**src/rtl/instr_dispatcher.sv**
```systemverilog
// Host-side instruction dispatcher for the matrix coprocessor.
// Queues host instructions and issues them over the activate/wait handshake.
module instr_dispatcher #(
    parameter int unsigned DEPTH         = 8,
    parameter int unsigned PTR_W         = 3,
    parameter logic [3:0]  READ_OP       = 4'b0001,
    parameter int unsigned START_TIMEOUT = 4
) (
    input  logic             clk,
    input  logic             reset,
    input  logic [31:0]      instr_in,
    input  logic             instr_valid,
    output logic             instr_ready,
    output logic [31:0]      cop_instruction,
    output logic             cop_activate,
    input  logic             cop_wait,
    input  logic [15:0]      cop_data,
    output logic [15:0]      result_data,
    output logic             result_valid,
    input  logic             result_ack,
    output logic             busy,
    output logic             timeout_err,
    output logic [PTR_W:0]   queue_count
);

    localparam int unsigned TW = $clog2(START_TIMEOUT + 1);
    localparam logic [PTR_W:0] FULL_CNT = (PTR_W + 1)'(DEPTH);
    localparam logic [TW-1:0] TMO_LAST = TW'(START_TIMEOUT - 1);

    typedef enum logic [2:0] {
        S_IDLE,
        S_ISSUE,
        S_WAIT_START,
        S_WAIT_DONE,
        S_CAPTURE
    } state_e;

    logic [31:0]      mem_q [DEPTH];
    logic [PTR_W-1:0] wr_ptr_q;
    logic [PTR_W-1:0] rd_ptr_q;
    logic [PTR_W:0]   count_q;
    state_e           state_q;
    logic [31:0]      instr_q;
    logic             act_q;
    logic [15:0]      res_q;
    logic             res_vld_q;
    logic             tmo_err_q;
    logic [TW-1:0]    tmo_cnt_q;

    logic        full;
    logic        empty;
    logic [31:0] head;
    logic        push;
    logic        pop;

    assign full  = (count_q == FULL_CNT);
    assign empty = (count_q == '0);
    assign head  = mem_q[rd_ptr_q];
    assign push  = instr_valid & ~full;
    // A READ at the head stalls the queue until the host drains the result
    assign pop   = (state_q == S_IDLE) & ~empty &
                   ((head[3:0] != READ_OP) | ~res_vld_q);

    always_ff @(posedge clk) begin
        if (push) begin
            mem_q[wr_ptr_q] <= instr_in;
        end
    end

    always_ff @(posedge clk) begin
        if (reset) begin
            wr_ptr_q  <= '0;
            rd_ptr_q  <= '0;
            count_q   <= '0;
            state_q   <= S_IDLE;
            instr_q   <= '0;
            act_q     <= 1'b0;
            res_q     <= '0;
            res_vld_q <= 1'b0;
            tmo_err_q <= 1'b0;
            tmo_cnt_q <= '0;
        end else begin
            if (push) begin
                wr_ptr_q <= wr_ptr_q + 1'b1;
            end
            if (pop) begin
                rd_ptr_q <= rd_ptr_q + 1'b1;
            end
            if (push && !pop) begin
                count_q <= count_q + 1'b1;
            end else if (pop && !push) begin
                count_q <= count_q - 1'b1;
            end

            if (result_ack && res_vld_q) begin
                res_vld_q <= 1'b0;
            end

            unique case (state_q)
                S_IDLE: begin
                    if (pop) begin
                        instr_q <= head;
                        act_q   <= 1'b1;
                        state_q <= S_ISSUE;
                    end
                end
                S_ISSUE: begin
                    act_q     <= 1'b0;
                    tmo_cnt_q <= '0;
                    state_q   <= S_WAIT_START;
                end
                S_WAIT_START: begin
                    if (cop_wait) begin
                        state_q <= S_WAIT_DONE;
                    end else if (tmo_cnt_q == TMO_LAST) begin
                        tmo_err_q <= 1'b1;
                        state_q   <= S_IDLE;
                    end else begin
                        tmo_cnt_q <= tmo_cnt_q + 1'b1;
                    end
                end
                S_WAIT_DONE: begin
                    if (!cop_wait) begin
                        if (instr_q[3:0] == READ_OP) begin
                            state_q <= S_CAPTURE;
                        end else begin
                            state_q <= S_IDLE;
                        end
                    end
                end
                S_CAPTURE: begin
                    // Placed after the ack clear so a same-cycle ack loses
                    res_q     <= cop_data;
                    res_vld_q <= 1'b1;
                    state_q   <= S_IDLE;
                end
                default: begin
                    state_q <= S_IDLE;
                end
            endcase
        end
    end

    assign instr_ready     = ~full;
    assign cop_instruction = instr_q;
    assign cop_activate    = act_q;
    assign result_data     = res_q;
    assign result_valid    = res_vld_q;
    assign timeout_err     = tmo_err_q;
    assign queue_count     = count_q;
    assign busy            = (state_q != S_IDLE) | ~empty;

endmodule

```
**config.mk**
```make
export PLATFORM = sky130hd
export DESIGN_NAME = instr_dispatcher
export DESIGN_NICKNAME = d
export VERILOG_FILES = /design/src/rtl/instr_dispatcher.sv
export SDC_FILE = /design/constraint.sdc
export NUM_CORES = 1
export LEC_CHECK = 0
export ABC_AREA = 1
export CAP_MARGIN = 20
export CORE_ASPECT_RATIO = 1.5
export CORE_MARGIN = 3
export CORE_UTILIZATION = 55
export CTS_CLUSTER_SIZE = 24
export DETAILED_ROUTE_END_ITERATION = 7
export DONT_BUFFER_PORTS = 1
export GPL_TIMING_DRIVEN = 0
export PLACE_DENSITY = 0.71
export SLEW_MARGIN = 5
export SYNTH_ARGS = -nofsm -noshare
export SYNTH_HDL_FRONTEND = slang
export SYNTH_SLANG_ARGS = --single-unit
```
**constraint.sdc**
```tcl
create_clock -name clk -period 6.8 [get_ports clk]
set_input_delay 0.68 -clock clk [delete_from_list [all_inputs] [get_ports clk]]
set_output_delay 0.68 -clock clk [all_outputs]
set_load 0.05 [all_outputs]
```
==> impl.org, run 1 <==
** Status
- Outcome :: completed

** Final layout
- Post-layout net count :: 1279
- Of the cells placed in the final design, the portion with a size suffix greater than 1 is about 8.5%.
- End-of-flow core utilization :: between 60% and 70%
- 0 antenna diodes ended up in the layout.
- The area growth from synthesis to layout is 13.5%.

** Synth
- Post-synth design cell area :: ~13000 um^2
- A synthesized cell averages between 10 and 15 um^2.
- Fraction of registers with async set/reset :: 0%
- By area the synthesized netlist is led by sky130_fd_sc_hd__edfxtp_1, sky130_fd_sc_hd__dfxtp_1, sky130_fd_sc_hd__nand2_1, sky130_fd_sc_hd__nand3_1, sky130_fd_sc_hd__nor2_1.
- For this run, the leading register cell type out of synthesis is sky130_fd_sc_hd__edfxtp_1.
- Commonest cells post-synth :: sky130_fd_sc_hd__nand2_1, sky130_fd_sc_hd__edfxtp_1, sky130_fd_sc_hd__nand3_1
- Yosys printed 0 warnings.
- Counting distinct cell types in the post-synthesis netlist gives 29.
- Most frequent cell after synthesis :: sky130_fd_sc_hd__nand2_1
- Instance count of the mapped netlist :: about 1200
- Number of synthesized flops with an enable pin :: about 260
- Synthesis-stage register bit count :: 326
- Cell type with the largest total area after synthesis :: sky130_fd_sc_hd__edfxtp_1
- Counting every net in the synthesized netlist gives about 1200.
- Share of synthesized area occupied by flip-flops and latches :: 70.8%
- Proportion of netlist area held by the largest area contributor :: between 50% and 60%

** Power and ir drop
- Per report_power, the sequential group accounts for between 40% and 50% of the total.
- Net switching power of the design :: between 2 and 2.5 mW
- Switching part of the total power :: about a third
- Summed over all cells, the static leakage comes to 5.53 nW.
- Internal power component :: 4.01 mW
- Clock power share :: between 30% and 40%
- Post-layout total power :: about 6.2 mW
- VDD sags by at most around 0.00026 V.
- Per report_power, the combinational group accounts for between 20% and 30% of the total.
- Total power divided by cell area :: 424 nW/um^2

** Place
- The count of buffers added on input and output ports is 0.
- Placed wire-length estimate :: a little under 20 mm
- Routability cong. :: approximately 0.79
- Timing analysis after detailed placement gives a worst setup slack of approximately 3.4 ns.

** CTS
- Clock net sink count :: between 300 and 400
- Clock-pin slew was measured on the worst setup and hold paths at ~0.070 ns.
- After clock tree synthesis, the repair step resized 0 gates.
- The number of hold buffers added after CTS was 0.
- Maximum level of the CTS H-tree :: 1
- CTS max path bufs :: 3
- CTS Root Cell :: sky130_fd_sc_hd__clkbuf_16
- The later pin in the worst-skew pair is clocked with a latency of between 0.5 and 0.6 ns.
- CTS tree :: yes
- Setup repair bufs after CTS :: 0
- TritonCTS created 29 clock buffers.

** Timing
- At the pin with the least slew margin, the transition time is 0.771 ns.
- For the finished layout, the period the worst path requires is 3.36 ns.
- Worst clock skew :: 0.0267 ns
- Final-report max-slew violation count :: 0
- Final count of negative-setup-slack endpoints :: 0
- The worst path meets setup with roughly 3.4 ns of slack.
- The hold violation total from the final report was 0.
- Max Fclk :: slightly below 0.3 GHz
- Slew HR :: about half
- Final setup TNS :: 0 ns
- Setup repair after global routing left no endpoint under its margin.
- Period utilisation layout :: 49.4%

** Floorplan
- Count of pins on the block boundary :: 110
- Initial core utilization :: between 50% and 60%
- Overall die height :: slightly below 200 um
- Number of standard-cell rows in the floorplan :: between 60 and 70
- Width of the chip :: roughly 130 um
- Core region area :: approximately 23000 um^2
- The floorplan step defined a die boundary enclosing roughly 25000 um^2.

** Worst setup path
- Worst setup path class :: reg2reg
- Of all nets on the critical path, the largest fanout is 10.
- Signal arrival time at the worst endpoint :: around 3.8 ns
- CP required :: slightly above 7 ns
- Type of destination of the critical path :: flop
- Setup crit start kind :: flop

** Drt
- Number of vias in the routed layout :: ~8600
- Number of iterations in the first detailed-routing pass :: 6
- After detailed routing, the number of vias per cell comes to ~5.7.
- Remaining DRCs :: 0
- In this run, the number of DRC markers left after iteration 0 of detailed routing was 560.
- Number of nets still failing antenna checks after routing :: 0
- Dividing the detail-routed wire length by the instance count gives ~20 um.
- After detailed routing, the total wire length is 30.5 mm.

** Worst hold path
- The path class of the tightest hold or removal check is in2reg.

** Global routing
- The total overflow left after global routing is 0.
- The number of antenna violations at the first check in global routing came to 0.
- The number of global-route vias before repair is 8691.
- Entering global routing, the biggest net connects 25 pins.
- First-pass GRT wire length :: between 40 and 50 mm
- Tot GR Track Use :: ~24%

** Flow run
- Across the run, the number of max-cap violations was 0.
==> power groups by stage <==
stage | clock network [mW] | registers (mW) | logic (mW)
after CTS | 1.93 | 2.73 | 1.54
after detailed placement | 0 | 2.77 | 1.53
after floorplan | 0 | 2.74 | 1.05
after global placement | 0 | 2.77 | 1.46
final | 1.92 | 2.73 | 1.53
after global routing | 2.01 | 2.75 | 1.72
==> cell usage in the layout (no fill, tap or decap), types with 5 or more instances in the layout <==
master and count:
sky130_fd_sc_hd__o21ai_1 12, sky130_fd_sc_hd__ha_1 7, sky130_fd_sc_hd__inv_1 63, sky130_fd_sc_hd__nor2_1 102, sky130_fd_sc_hd__nand3_1 197, sky130_fd_sc_hd__dfxtp_1 70
sky130_fd_sc_hd__buf_2 27, sky130_fd_sc_hd__buf_1 14, sky130_fd_sc_hd__o21ai_0 42, sky130_fd_sc_hd__clkbuf_1 19, sky130_fd_sc_hd__edfxtp_1 256, sky130_fd_sc_hd__nor2_4 8
sky130_fd_sc_hd__clkinv_2 5, sky130_fd_sc_hd__nand2_1 319, sky130_fd_sc_hd__clkbuf_16 29, sky130_fd_sc_hd__a21oi_1 20, sky130_fd_sc_hd__bufinv_16 10
==> through the flow <==
stage / instance area [um^2] / instances / hold WS (ns)
global route: 14600 / 1517 / 0.192
global placement: 13200 / 1455 / 0.445
detailed placement: 13400 / 1463 / 0.460
floorplan: 12800 / 1179 / 0.433
finish: 14600 / 1517 / 0.212
CTS: 14600 / 1517 / 0.193
==> state kept, by name, summed over array words and instances, names as in the netlist, named ones only <==
signal           flops
cop_instruction     32
mem_q              256
result_valid         1
timeout_err          1
cop_activate         1
rd_ptr_q             3
state_q              3
queue_count          4
tmo_cnt_q            3
wr_ptr_q             3
result_data         16
==> final timing paths <==
kind	start	end	slack (ns)	depth (start not counted)
max	queue_count[0]$_SDFFE_PP0P_	queue_count[3]$_SDFFE_PP0P_	3.44	17
min	instr_in[23]	mem_q[6][23]$_DFFE_PP_	0.21	0
max reg2reg	queue_count[0]$_SDFFE_PP0P_	queue_count[3]$_SDFFE_PP0P_	3.44	17
min reg2reg	rd_ptr_q[2]$_SDFFE_PP0P_	rd_ptr_q[2]$_SDFFE_PP0P_	0.47	2
==> cell families after synthesis <==
group | count (synthesis) | synth area share [%]
AOI/OAI and AO/OA | 79 | 3.25
adders and majority gates | 8 | 0.838
buffers and inverters | 128 | 4.27
DFF | 326 | 70.8
and+or+nand+nor | 636 | 20.7
xor gates and xnor gates | 2 | 0.136
==> area by class of cell <==
class / count / area [um^2]
Clock inverter: 18 / 347
Timing Repair Buffer: 8 / 190
Multi-Input combinational cell: 725 / 3260
Clock buffer: 36 / 792
Inverter: 65 / 244
Sequential cell: 326 / 9090
Tap cell: 276 / 345
Buffer: 63 / 304
Fill cell: 1708 / 8060
==> layer usage <==
metal	vias to the layer above	global-route usage [%]	share of wire, %	routed length [um]
li1	4087	-	-	-
met1	4108	29.3	38	11500
met2	374	42.7	51	15600
met3	63	4.96	8.3	2540
met4	0	8.91	3.0	924
met5	-	0	0	0
==> critical path, stage by stage (launching register included) <==
cell and delay (ns):
sky130_fd_sc_hd__dfxtp_1 0.74, sky130_fd_sc_hd__nor2_1 0.14, sky130_fd_sc_hd__nand3_1 0.10, sky130_fd_sc_hd__inv_1 0.05, sky130_fd_sc_hd__nor2_1 0.21, sky130_fd_sc_hd__inv_1 0.11, sky130_fd_sc_hd__o21bai_4 0.25, sky130_fd_sc_hd__buf_4 0.20
sky130_fd_sc_hd__ha_1 0.22, sky130_fd_sc_hd__inv_1 0.12, sky130_fd_sc_hd__ha_1 0.27, sky130_fd_sc_hd__and3_1 0.18, sky130_fd_sc_hd__a211oi_1 0.25, sky130_fd_sc_hd__nor2_1 0.07, sky130_fd_sc_hd__nor2_1 0.09, sky130_fd_sc_hd__nand2_1 0.07
sky130_fd_sc_hd__o21ai_0 0.14, sky130_fd_sc_hd__a21oi_1 0.05
Note: power is estimated with default switching activity, not from simulation.
==> run 2: changes to the inputs <==
==> constraint.sdc (replaced) <==
create_clock -name clk -period 3.4 [get_ports clk]
set_input_delay 0.34 -clock clk [delete_from_list [all_inputs] [get_ports clk]]
set_output_delay 0.34 -clock clk [all_outputs]
set_load 0.05 [all_outputs]
==> impl.org, run 2 (same netlist as run 1, synthesis figures left out) <==
** Power and ir drop
- Proportion of power drawn by combinational gates :: 26.9% (+2.1 points)
- Leakage :: 5.66 nW (+2.5%)
- Maximum vdd drop :: 0.000446 V (+71%)
- The proportion of power drawn by the clock network came to 27.4% (-3.6 points).
- The switching share of total power was 36.6% (+1.6 points).
- Internal power component :: 7.57 mW (+89%)
- Total power divided by cell area :: 799 nW/um^2 (+89%)
- Net switching power of the design :: 4.37 mW (+100%)
- The proportion of power drawn by flip-flops and latches is 45.7% (+1.6 points).

** Floorplan
- The die extent in x was 131 um (unchanged).
- The core area came to 22600 um^2 (unchanged).
- The cell row count came to 67 (unchanged).
- The die area is 25300 um^2 (unchanged).
- Overall die height :: 193 um (unchanged)
- The starting density of the core was 56.7% (unchanged).
- The number of placed I/O pins came to 110 (unchanged).

** Final layout
- Commonest non-fill, non-tap cell in the layout :: sky130_fd_sc_hd__nand2_1
- The register with the most flip-flops in the final layout is mem_q.
- The fraction of final layout cells with drive strength greater than 1 is 8.58% (+0.12 points).
- The final-layout fill cell count was 1691 (-1.0%).
- The register area came to 9090 um^2 (about the same).
- Layout overhead on the synthesized area :: 16.4%
- Post-layout net count :: 1333 (+4.2%)
- End-of-flow core utilization :: 66.1% (+1.7 points)
- Combined area of the multi-input logic cells :: 3270 um^2 (+0.23%)
- The number of flip-flops under the largest register name came to 256 (unchanged).
- Most frequent cells in the layout :: sky130_fd_sc_hd__nand2_1, sky130_fd_sc_hd__edfxtp_1, sky130_fd_sc_hd__nand3_1
- The area of all placed cells without fillers was 15000 um^2 (+2.6%).

** Worst setup path
- R2r startpoint :: queue_count[0]$_SDFFE_PP0P_
- The count of buffer and inverter cells on the critical path came to 2 (-2).
- The worst setup path is of the reg2reg kind.
- The worst setup slack for register-to-register paths came to 0.30 ns (-3.14 ns).
- In this design, the critical path's most frequently occurring cell is sky130_fd_sc_hd__nor2_1.
- The required time at the worst-slack endpoint came to 3.83 ns (-3.42 ns).
- Beginning of the critical path :: queue_count[0]$_SDFFE_PP0P_
- The largest fanout on the critical path was 5 (-5).
- Family with the most delay on the worst path :: simple AND/OR/NAND/NOR gates
- Signal arrival time at the worst endpoint :: 3.53 ns (-0.28 ns)
- STA classifies the critical path startpoint as a flop.
- The worst setup path is captured at a flop.
- Cells along the critical path :: nor2_1, nand3_1, nand2_1, inv_1, ha_1, inv_1, ha_1, and3_1, a211oi_2, nor2_1, nor2_1, nand2_1, o21ai_0, a21oi_1
- The length in cells of the worst reg-to-reg path is 14 (-3).
- Slowest cell on the critical path :: sky130_fd_sc_hd__dfxtp_2
- Slowest Stage Delay on Critical Path :: 0.44 ns (-0.30 ns)
- R2r endpoint :: queue_count[3]$_SDFFE_PP0P_

** Timing
- Worst clock skew :: 0.0141 ns (-0.0126 ns)
- The maximum achievable frequency came to 0.323 GHz (+8.4%).
- Worst-Margin Slew :: 0.747 ns (-0.0244 ns)
- Slew HR :: 49.8% (+1.4 points)
- The final-layout worst hold slack was 0.0703 ns (-0.142 ns).
- Final-report max-slew violation count :: 0 (unchanged)
- Period utilisation layout :: 91.1% (+42 points)
- Final hold viol count :: 0 (unchanged)
- Final count of negative-setup-slack endpoints :: 0 (unchanged)
- The post-route minimum period was 3.10 ns (-0.261 ns).

** Worst hold path
- The worst hold path terminates at state_q[0]$_SDFFE_PP0P_.
- The worst hold path begins at cop_wait.
- Min-Delay Path Class :: in2reg
- The cell depth of the worst hold path came to 4 (+4).

** Drt
- Via-per-instance ratio :: 5.64 (-0.95%)
- Number of nets still failing antenna checks after routing :: 0 (unchanged)
- The routed wire length was 30.6 mm (+0.38%).
- Number of iterations in the first detailed-routing pass :: 6 (unchanged)
- First-iteration detailed-routing DRC count :: 693 (+24%)
- The count of vias placed by the detailed router was 8854 (+2.6%).
- The average routed wire per standard cell came to 19.5 um (-3.1%).
- Remaining DRCs :: 0 (unchanged)

** CTS
- CTS max path bufs :: 3 (unchanged)
- Clock net sink count :: 326 (unchanged)
- Clock latency on the worst-skew pair :: 0.54 ns (-0.02 ns)
- The H-tree depth reported by CTS came to 1 (unchanged).
- TritonCTS Buffers :: 29 (unchanged)
- CTS Root Cell :: sky130_fd_sc_hd__clkbuf_16
- TritonCTS built the clock tree.
- Clock slew seen by the registers of the worst setup and hold paths :: 0.06 ns (about the same)

** Status
- The run finished with clean final reports.

** Place
- The routability congestion estimate from global placement was 0.773 (-1.8%).
- The detailed placement HPWL came to 19.8 mm (+1.5%).
- Placed inst area :: 13400 um^2 (about the same)
- The number of port buffers was 0 (unchanged).

** Global routing
- Tot GR Track Use :: 24.1% (-0.15 points)
- The number of antenna violations at the first check in global routing was 1 (+1).
- Remaining global-route overflow :: 0 (unchanged)
- The pin count of the biggest net entering global routing is 25 (unchanged).
- The global-route wire length before repair came to 46.3 mm (-0.44%).
- The number of global-route vias before repair is 8665 (-0.30%).

** Flow run
- Max Cap Viol :: 0 (unchanged)
## run 2: area by class of cell
type	count	share of cell area [%]
clock inverter	18	1.20
antenna	1	0.0167
clock buffer	35	5.21
tap	276	2.31
timing repair buffer	62	4.87
multi-input combinational	725	21.9
inverter	65	1.63
buffer	63	2.07
sequential	326	60.8
## run 2: stage by stage
step / instances / power [mW] / setup TNS, ns / setup slack [ns]
floorplan: 1179 / 7.59 / -12.18 / -0.0951
global placement: 1455 / 8.46 / -244.59 / -1.53
detailed placement: 1463 / 8.60 / 0 / 0.0141
CTS: 1566 / 11.9 / 0 / 0.00879
global route: 1571 / 12.5 / -0.00132 / -0.00132
finish: 1571 / 11.9 / 0 / 0.303
## run 2: power by group through the flow
stage               logic [mW]  clock network (mW)  registers [mW]
detailed placement        3.06                   0            5.54
finish                    3.22                3.27            5.45
CTS                       3.15                3.30            5.45
floorplan                 2.11                   0            5.48
global route              3.58                3.44            5.50
global placement          2.92                   0            5.54
## run 2: how the worst max path moves through the flow
stage	end	slack (ns)	depth (start not counted)
2_1_floorplan	mem_q[0][0]$_DFFE_PP_	-0.1	6
3_3_place_gp	mem_q[6][19]$_DFFE_PP_	-1.53	6
3_5_place_dp	queue_count[3]$_SDFFE_PP0P_	0.01	17
4_1_cts	queue_count[3]$_SDFFE_PP0P_	0.009	17
5_1_grt	queue_count[3]$_SDFFE_PP0P_	-0.001	18
6_report	queue_count[3]$_SDFFE_PP0P_	0.30	14
## run 2: tightest hold or removal path, cell delays in order
cell,delay (ns)
sky130_fd_sc_hd__a21oi_1,0.04
sky130_fd_sc_hd__nand3_1,0.07
sky130_fd_sc_hd__nand2_1,0.04
sky130_fd_sc_hd__nor2_1,0.07
## run 2: timing repair
| action | CTS | global route |
|---|---|---|
| resized for setup | 0 | 8 |
| hold endpoints to repair | 275 | 0 |
| setup endpoints to repair | 0 | 51 |
| buffers inserted | 0 | 4 |
| hold buffers | 50 | 0 |
## run 2: layer usage
metal,global-route usage (%),part of all wire [%],vias up
li1,-,-,4201
met1,29.2,38,4190
met2,42.9,52,388
met3,4.00,7.9,75
met4,8.95,2.8,0
met5,0,0,-
